## src/rtl/inst_fetch.sv

```systemverilog
// inst_fetch: PC generator feeding a circular instruction queue.
// Hits enqueue {pc, inst}; a flush redirects the PC and empties the queue.
module inst_fetch #(
   parameter int unsigned QDEPTH   = 4,
   parameter logic [31:0] RESET_PC = 32'h0
) (
   input  logic        clk_in,
   input  logic        rst_in,
   input  logic        rdy_in,
   output logic [31:0] if_icache_inst_addr_out,
   input  logic        icache_if_miss_in,
   input  logic [31:0] icache_if_inst_inst_in,
   output logic        if_dec_valid_out,
   output logic [31:0] if_dec_inst_out,
   output logic [31:0] if_dec_pc_out,
   input  logic        dec_if_ready_in,
   input  logic        rob_if_flush_in,
   input  logic [31:0] rob_if_flush_pc_in
);

   localparam int unsigned AW = $clog2(QDEPTH);
   localparam int unsigned CW = $clog2(QDEPTH + 1);
   localparam logic [CW-1:0] FULL = CW'(QDEPTH);
   localparam logic [31:0] RST_PC = RESET_PC & ~32'h3;

   logic [31:0]   pc;
   logic [AW-1:0] head;
   logic [AW-1:0] tail;
   logic [CW-1:0] count;
   logic [31:0]   q_pc   [QDEPTH];
   logic [31:0]   q_inst [QDEPTH];

   logic flush;
   logic pop;
   logic push;

   assign flush = rdy_in && rob_if_flush_in;

   assign if_dec_valid_out = (count != '0) && !rob_if_flush_in;
   assign if_dec_pc_out    = q_pc[head];
   assign if_dec_inst_out  = q_inst[head];

   assign pop  = rdy_in && if_dec_valid_out && dec_if_ready_in;
   // A pop in the same cycle frees the slot, so a full queue still streams.
   assign push = rdy_in && !rob_if_flush_in && !icache_if_miss_in
                 && ((count < FULL) || pop);

   assign if_icache_inst_addr_out = pc;

   always_ff @(posedge clk_in or posedge rst_in) begin
      if (rst_in) begin
         pc    <= RST_PC;
         head  <= '0;
         tail  <= '0;
         count <= '0;
      end else if (flush) begin
         pc    <= rob_if_flush_pc_in & ~32'h3;
         head  <= '0;
         tail  <= '0;
         count <= '0;
      end else begin
         if (push) begin
            pc   <= pc + 32'd4;
            tail <= tail + 1'b1;
         end
         if (pop) begin
            head <= head + 1'b1;
         end
         if (push && !pop) begin
            count <= count + 1'b1;
         end else if (pop && !push) begin
            count <= count - 1'b1;
         end
      end
   end

   // Storage needs no reset; count gates every read.
   always_ff @(posedge clk_in) begin
      if (push) begin
         q_pc[tail]   <= pc;
         q_inst[tail] <= icache_if_inst_inst_in;
      end
   end

endmodule

```

## config.mk

```make
export PLATFORM = sky130hd
export DESIGN_NAME = inst_fetch
export DESIGN_NICKNAME = d
export VERILOG_FILES = /design/src/rtl/inst_fetch.sv
export SDC_FILE = /design/constraint.sdc
export NUM_CORES = 1
export LEC_CHECK = 0
export ABC_AREA = 1
export CAP_MARGIN = 20
export CORE_MARGIN = 1.5
export CORE_UTILIZATION = 35
export CTS_CLUSTER_DIAMETER = 200
export CTS_CLUSTER_SIZE = 12
export DETAILED_ROUTE_END_ITERATION = 7
export PLACE_DENSITY = 0.67
export SETUP_SLACK_MARGIN = 0.5
export SYNTH_ARGS = -nofsm -noshare
export SYNTH_HDL_FRONTEND = slang
export SYNTH_SLANG_ARGS = --single-unit
```

## constraint.sdc

```tcl
create_clock -name clk_in -period 8.25 [get_ports clk_in]
set_input_delay 2.475 -clock clk_in [delete_from_list [all_inputs] [get_ports clk_in]]
set_output_delay 2.475 -clock clk_in [all_outputs]
set_load 0.05 [all_outputs]
```

# Yosys cells after proc, flatten, opt, wreduce, memory -nomap -nowiden
# Memory sizes are Yosys's and may differ from the RTL's.
# Cells that the tools add are included.
[classes] n_addsub=5 n_lt_le_gt_ge=1 mux=11 reduce_logical=18
[op_table] op="$mux 32" n=2
[op_table] op="$add 32x3->32 const B" n=1
[op_table] op="$logic_and 1x1->1" n=9
[op_table] op="$mux 3" n=3
[op_table] op="$mux 2" n=4
[op_table] op="$reduce_bool 3->1" n=2
[op_table] op="$add 2x1->2 const B" n=2
[op_table] op="$logic_not 1->1" n=4
[op_table] op="$reduce_bool 2->1" n=2
[op_table] op="$add 3x1->3 const B" n=1
[op_table] op="$lt 3x3->1 const B" n=1
[op_table] op="$sub 3x1->3 const B" n=1
[op_table] op="$mux 1" n=2
[op_table] op="$logic_or 1x1->1" n=1
[word_totals] regBits=39 mem_bits_rw=256 input_bits=70 output_inout_bits=97 word_cells=41 memories=2
[mem_list] memory="q_inst" depth=4 width=32 rd=1 rd_ports_with_merged_regs=0 wr=1 line_no="31" rtl="logic [31:0] q_inst [QDEPTH];"
[mem_list] memory="q_pc" depth=4 width=32 rd=1 rd_ports_with_merged_regs=0 wr=1 line_no="30" rtl="logic [31:0] q_pc [QDEPTH];"

# Logic depth before layout (Yosys ltp)
[depth] depth_word=11 ltp_mapped=10 mapped_depth_nobuf=10

# Worst setup path before layout
# OpenSTA, ideal clock, no wires.
[synth_timing] path_type="input-to-reg" from="input port rdy_in" to="memory q_inst[0][0], enable pin" t_arrival_ns=5.352 setup_slack_ns=2.416 cell_stages=4 n_path_buf=0 cell_sequence="inv_1 > nor2_1 > nand3_2 > nor2_1"
[synth_between] elab_chain_len=6 word_cells_on_any_way=8 classes_between="mux (2); reduce/logical (6)"
[synth_lines] item="from (decl)" line_no="9" rtl="input logic rdy_in,"
[synth_lines] item="$logic_and 1x1->1 (2 in series)" line_no="43" rtl="assign pop = rdy_in && if_dec_valid_out && dec_if_ready_in;"
[synth_lines] item="$logic_or 1x1->1" line_no="46" rtl="&& ((count < FULL) || pop);"
[synth_lines] item="$logic_and 1x1->1 (*)" line_no="46"
[synth_lines] item="$mux 1 (*)" line_no="79" rtl="if (push) begin"
[synth_lines] item="$mux 1 (implied by the code) (*)" line_no="81" rtl="q_inst[tail] <= icache_if_inst_inst_in;"
[synth_lines] item="to (decl)" line_no="31"
# Mark *: on every way between the ends. The rest lies on a longest branch, timed or not.

# Final worst setup path
[layout_timing] from="input port rob_if_flush_in" to="output port if_dec_valid_out"
[layout_between] elab_chain_len=2
[layout_lines] item="from (decl)" line_no="17" rtl="input logic rob_if_flush_in,"
[layout_lines] item="$logic_not 1->1" line_no="39" rtl="assign if_dec_valid_out = (count != '0) && !rob_if_flush_in;"
[layout_lines] item="$logic_and 1x1->1" line_no="39"
[layout_lines] item="to (decl)" line_no="13" rtl="output logic if_dec_valid_out,"
# No other way between the ends.

==> impl_metrics.yaml <==
power_and_ir_drop:
  peakVddDrop_v: 0.0001744
  pwr-share-seq: 0.429
  pwr-share-comb: 0.319
  finalPower_uw: 4291
  p_int_uw: 2698
  p_leak_uw: 0.005070
  netSwitchingFraction: 0.3713
  power_density_nw_per_um2: 292.4
  clkPwrFrac: 0.252
  p_sw_uw: 1593
critical_path:
  critical_path_required_ns: 5.78
  crit_top_cell: "clkdlybuf4s50_1"
  arrival_ns: 3.95
  crit_type: "input port to output pin"
  crit_path_max_incr_delay_ns: 0.83
  worstPathCellList: "clkdlybuf4s50_1 > a31oi_1 > clkdlybuf4s50_1"
  end_kind: "output pin"
  crit_fanout: 4
  slowest_stage: "clkdlybuf4s50_1"
  critPathLaunchType: "input port"
timing:
  skew_ns: 0.01467
  fin_tns_setup_ns: 0
  finalHoldViolCount: 0
  fin_crit_sh: 0.7789
  rsz0062_at_grt: "no"
  finalSetupViolCount: 0
  min_period_ns: 6.426
  tightest_slew_ns: 0.9600
  max_freq_ghz: 0.1556
  slew_viol_final: 0
  slew_headroom: 0.3600
clock_network:
  cts_root_buffer: "clkbuf_16"
  htree_levels: 1
  clk_path_buf_depth: 3
  clock_latency_ns: 0.53
  cts_setup_buffers: 0
  cts.hold.buffers_added: 0
  clk_pin_slew_ns: 0.06
  cts_tree: "yes"
  cts_made_buffers: 27
  cts_sinks: 285
  post_cts_resize_count: 0
floorplanning:
  rows: 67
  initial_core_util: 0.3560
  io_pins: 167
  coreArea_um2: 33620
  die_width_um: 187.9
  fp.dieH_um: 187.9
  die-area_um2: 35310
finish:
  layout.nets: 1276
  fill_cells: 3097
  drive_gt1_frac: 0.05542
  mostFrequentLayoutCells: "edfxtp_1 (248), nor2_1 (215), clkdlybuf4s50_1 (160), nand2_1 (148), o21ai_0 (143)"
  final_common_cell: "edfxtp_1"
  area_delta_synth_final_pct: 22.65
  n_antenna_cell: 0
grt:
  grt_usage: 0.1633
  grt_max_degree: 95
  antenna_found_initial: 0
  grt_first_pass_wirelength_um: 44910
  grt-ovfl-total: 0
  grt_pass1_vias: 7901
placement:
  dp_hpwl_um: 17540
  io_buffers: 160
  gp_congestion: 0.8307
yosys:
  synth_area_um2: 11970
  yosysWarnings: 0
  async_flop_share: 0.1298
  synth-seq-cells: 285
  synth_edf_count: 248
  yosysUniqueCellTypes: 35
  seq_area_frac_synth: 0.6997
  synthCells: 1054
  synth_ff_type: "edfxtp_1"
  syn_avg_cell_area_um2: 11.35
route:
  post_drt_wl_per_cell_um: 17.73
  antenna_left: 0
  viasPerCell: 4.985
  wl_um: 29380
  drtIter0Drc: 495
  drc_errors: 0
  via_count: 8260
  drt-pass1-iter-count: 5
status:
  status: "completed"
flow_run:
  cap_violations: 0
hold_path:
  hp-class: "flip-flop to flip-flop"
synth_stat cells (all sizes together), types with 2 or more instances:
cell type  count  area share
a211oi         3      0.0019
a21oi          9      0.0041
a31oi          2      0.0010
buf           30       0.016
clkbuf        26      0.0082
clkinv         2     0.00063
dfrtp         37       0.077
edfxtp       248        0.62
ha             5      0.0052
inv           40       0.013
nand2        153       0.049
nand3         41       0.019
nand3b         2      0.0013
nand4          4      0.0021
nor2         228       0.075
nor3           2     0.00084
o21ai        148       0.062
o22ai         66       0.035
xnor2          2      0.0015
xor2           2      0.0015
path summary, 6_finish.rpt:
path / startpoint / end / slack, ns / cells after the start
hold reg to reg: count[2] / count[2] / 0.58 / 2
setup / recovery: rob_if_flush_in / if_dec_valid_out / 1.82 / 3
setup reg to reg: count[2] / q_inst[0][19] / 5.61 / 4
hold / removal: count[2] / count[2] / 0.58 / 2
min in group asynchronous: rst_in / if_icache_inst_addr_out[23] / 2.36 / 3
max in group asynchronous: rst_in / head[0] / 5.47 / 3
power by group through the flow:
stage | clock network (uW) | logic [uW] | registers (uW)
4_1_cts | 1110 | 1380 | 1840
3_5_place_dp | 0 | 1380 | 1870
6_report | 1080 | 1370 | 1840
2_1_floorplan | 0 | 821 | 1930
5_1_grt | 1160 | 1470 | 1860
3_3_place_gp | 0 | 1370 | 1870
layer usage:
layer  part of all wire  global-route usage  up-vias
met1               0.46              0.2297     3952
met2               0.46              0.2641      274
met3              0.053             0.02489       46
met4              0.022             0.04308        0
li1                   -                   -     3988
met5                  0                   0        -
worst max-delay path, delay by kind of cell:
kind | cells | cell delay (ns)
AOI/OAI and AO/OA | 1 | 0.18
buffers and inverters | 2 | 1.30
state kept, by name, indices dropped and copies added (netlist names):
name and cells:
count 3, if_icache_inst_addr_out 30, q_inst 128, head 2, q_pc 120, tail 2
metrics by stage:
stage / setup slack (ns) / utilization / hold slack, ns / cell area (um^2) / instances
2_1_floorplan: 2.416 / - / 0.5182 / 11980 / 1057
3_3_place_gp: 1.843 / 0.4152 / 0.5544 / 13960 / 1619
3_5_place_dp: 1.839 / 0.4152 / 0.5665 / 13960 / 1619
4_1_cts: 1.822 / 0.4366 / 0.5828 / 14680 / 1657
5_1_grt: 1.747 / 0.4366 / 0.6346 / 14680 / 1657
6_report: 1.824 / 0.4366 / 0.5762 / 14680 / 1657
final cells by class:
| class | count | area [um^2] | share of cell area |
|---|---|---|---|
| sequential | 285 | 8378 | 0.5708 |
| clock inverter | 1 | 5.005 | 0.0003410 |
| clock buffer | 37 | 713.2 | 0.04859 |
| multi-input combinational | 674 | 3184 | 0.2170 |
| tap | 448 | 560.5 | 0.03819 |
| inverter | 42 | 158.9 | 0.01083 |
| timing repair buffer | 170 | 1677 | 0.1142 |
cell families (layout without fill, tap and decap cells):
| logic type | count (synthesis) | count (layout) | share of synthesized area |
|---|---|---|---|
| AND/OR/NAND/NOR | 430 | 430 | 0.1475 |
| flip-flops | 285 | 285 | 0.6997 |
| AO/OA/AOI/OAI | 230 | 230 | 0.1050 |
| buffers and inverters | 98 | 250 | 0.03764 |
| adder cells (fa/ha/maj) | 6 | 6 | 0.006901 |
| XOR/XNOR | 4 | 4 | 0.002928 |
| other | 1 | 4 | 0.0003134 |
Note: power is estimated with default switching activity, not from simulation.
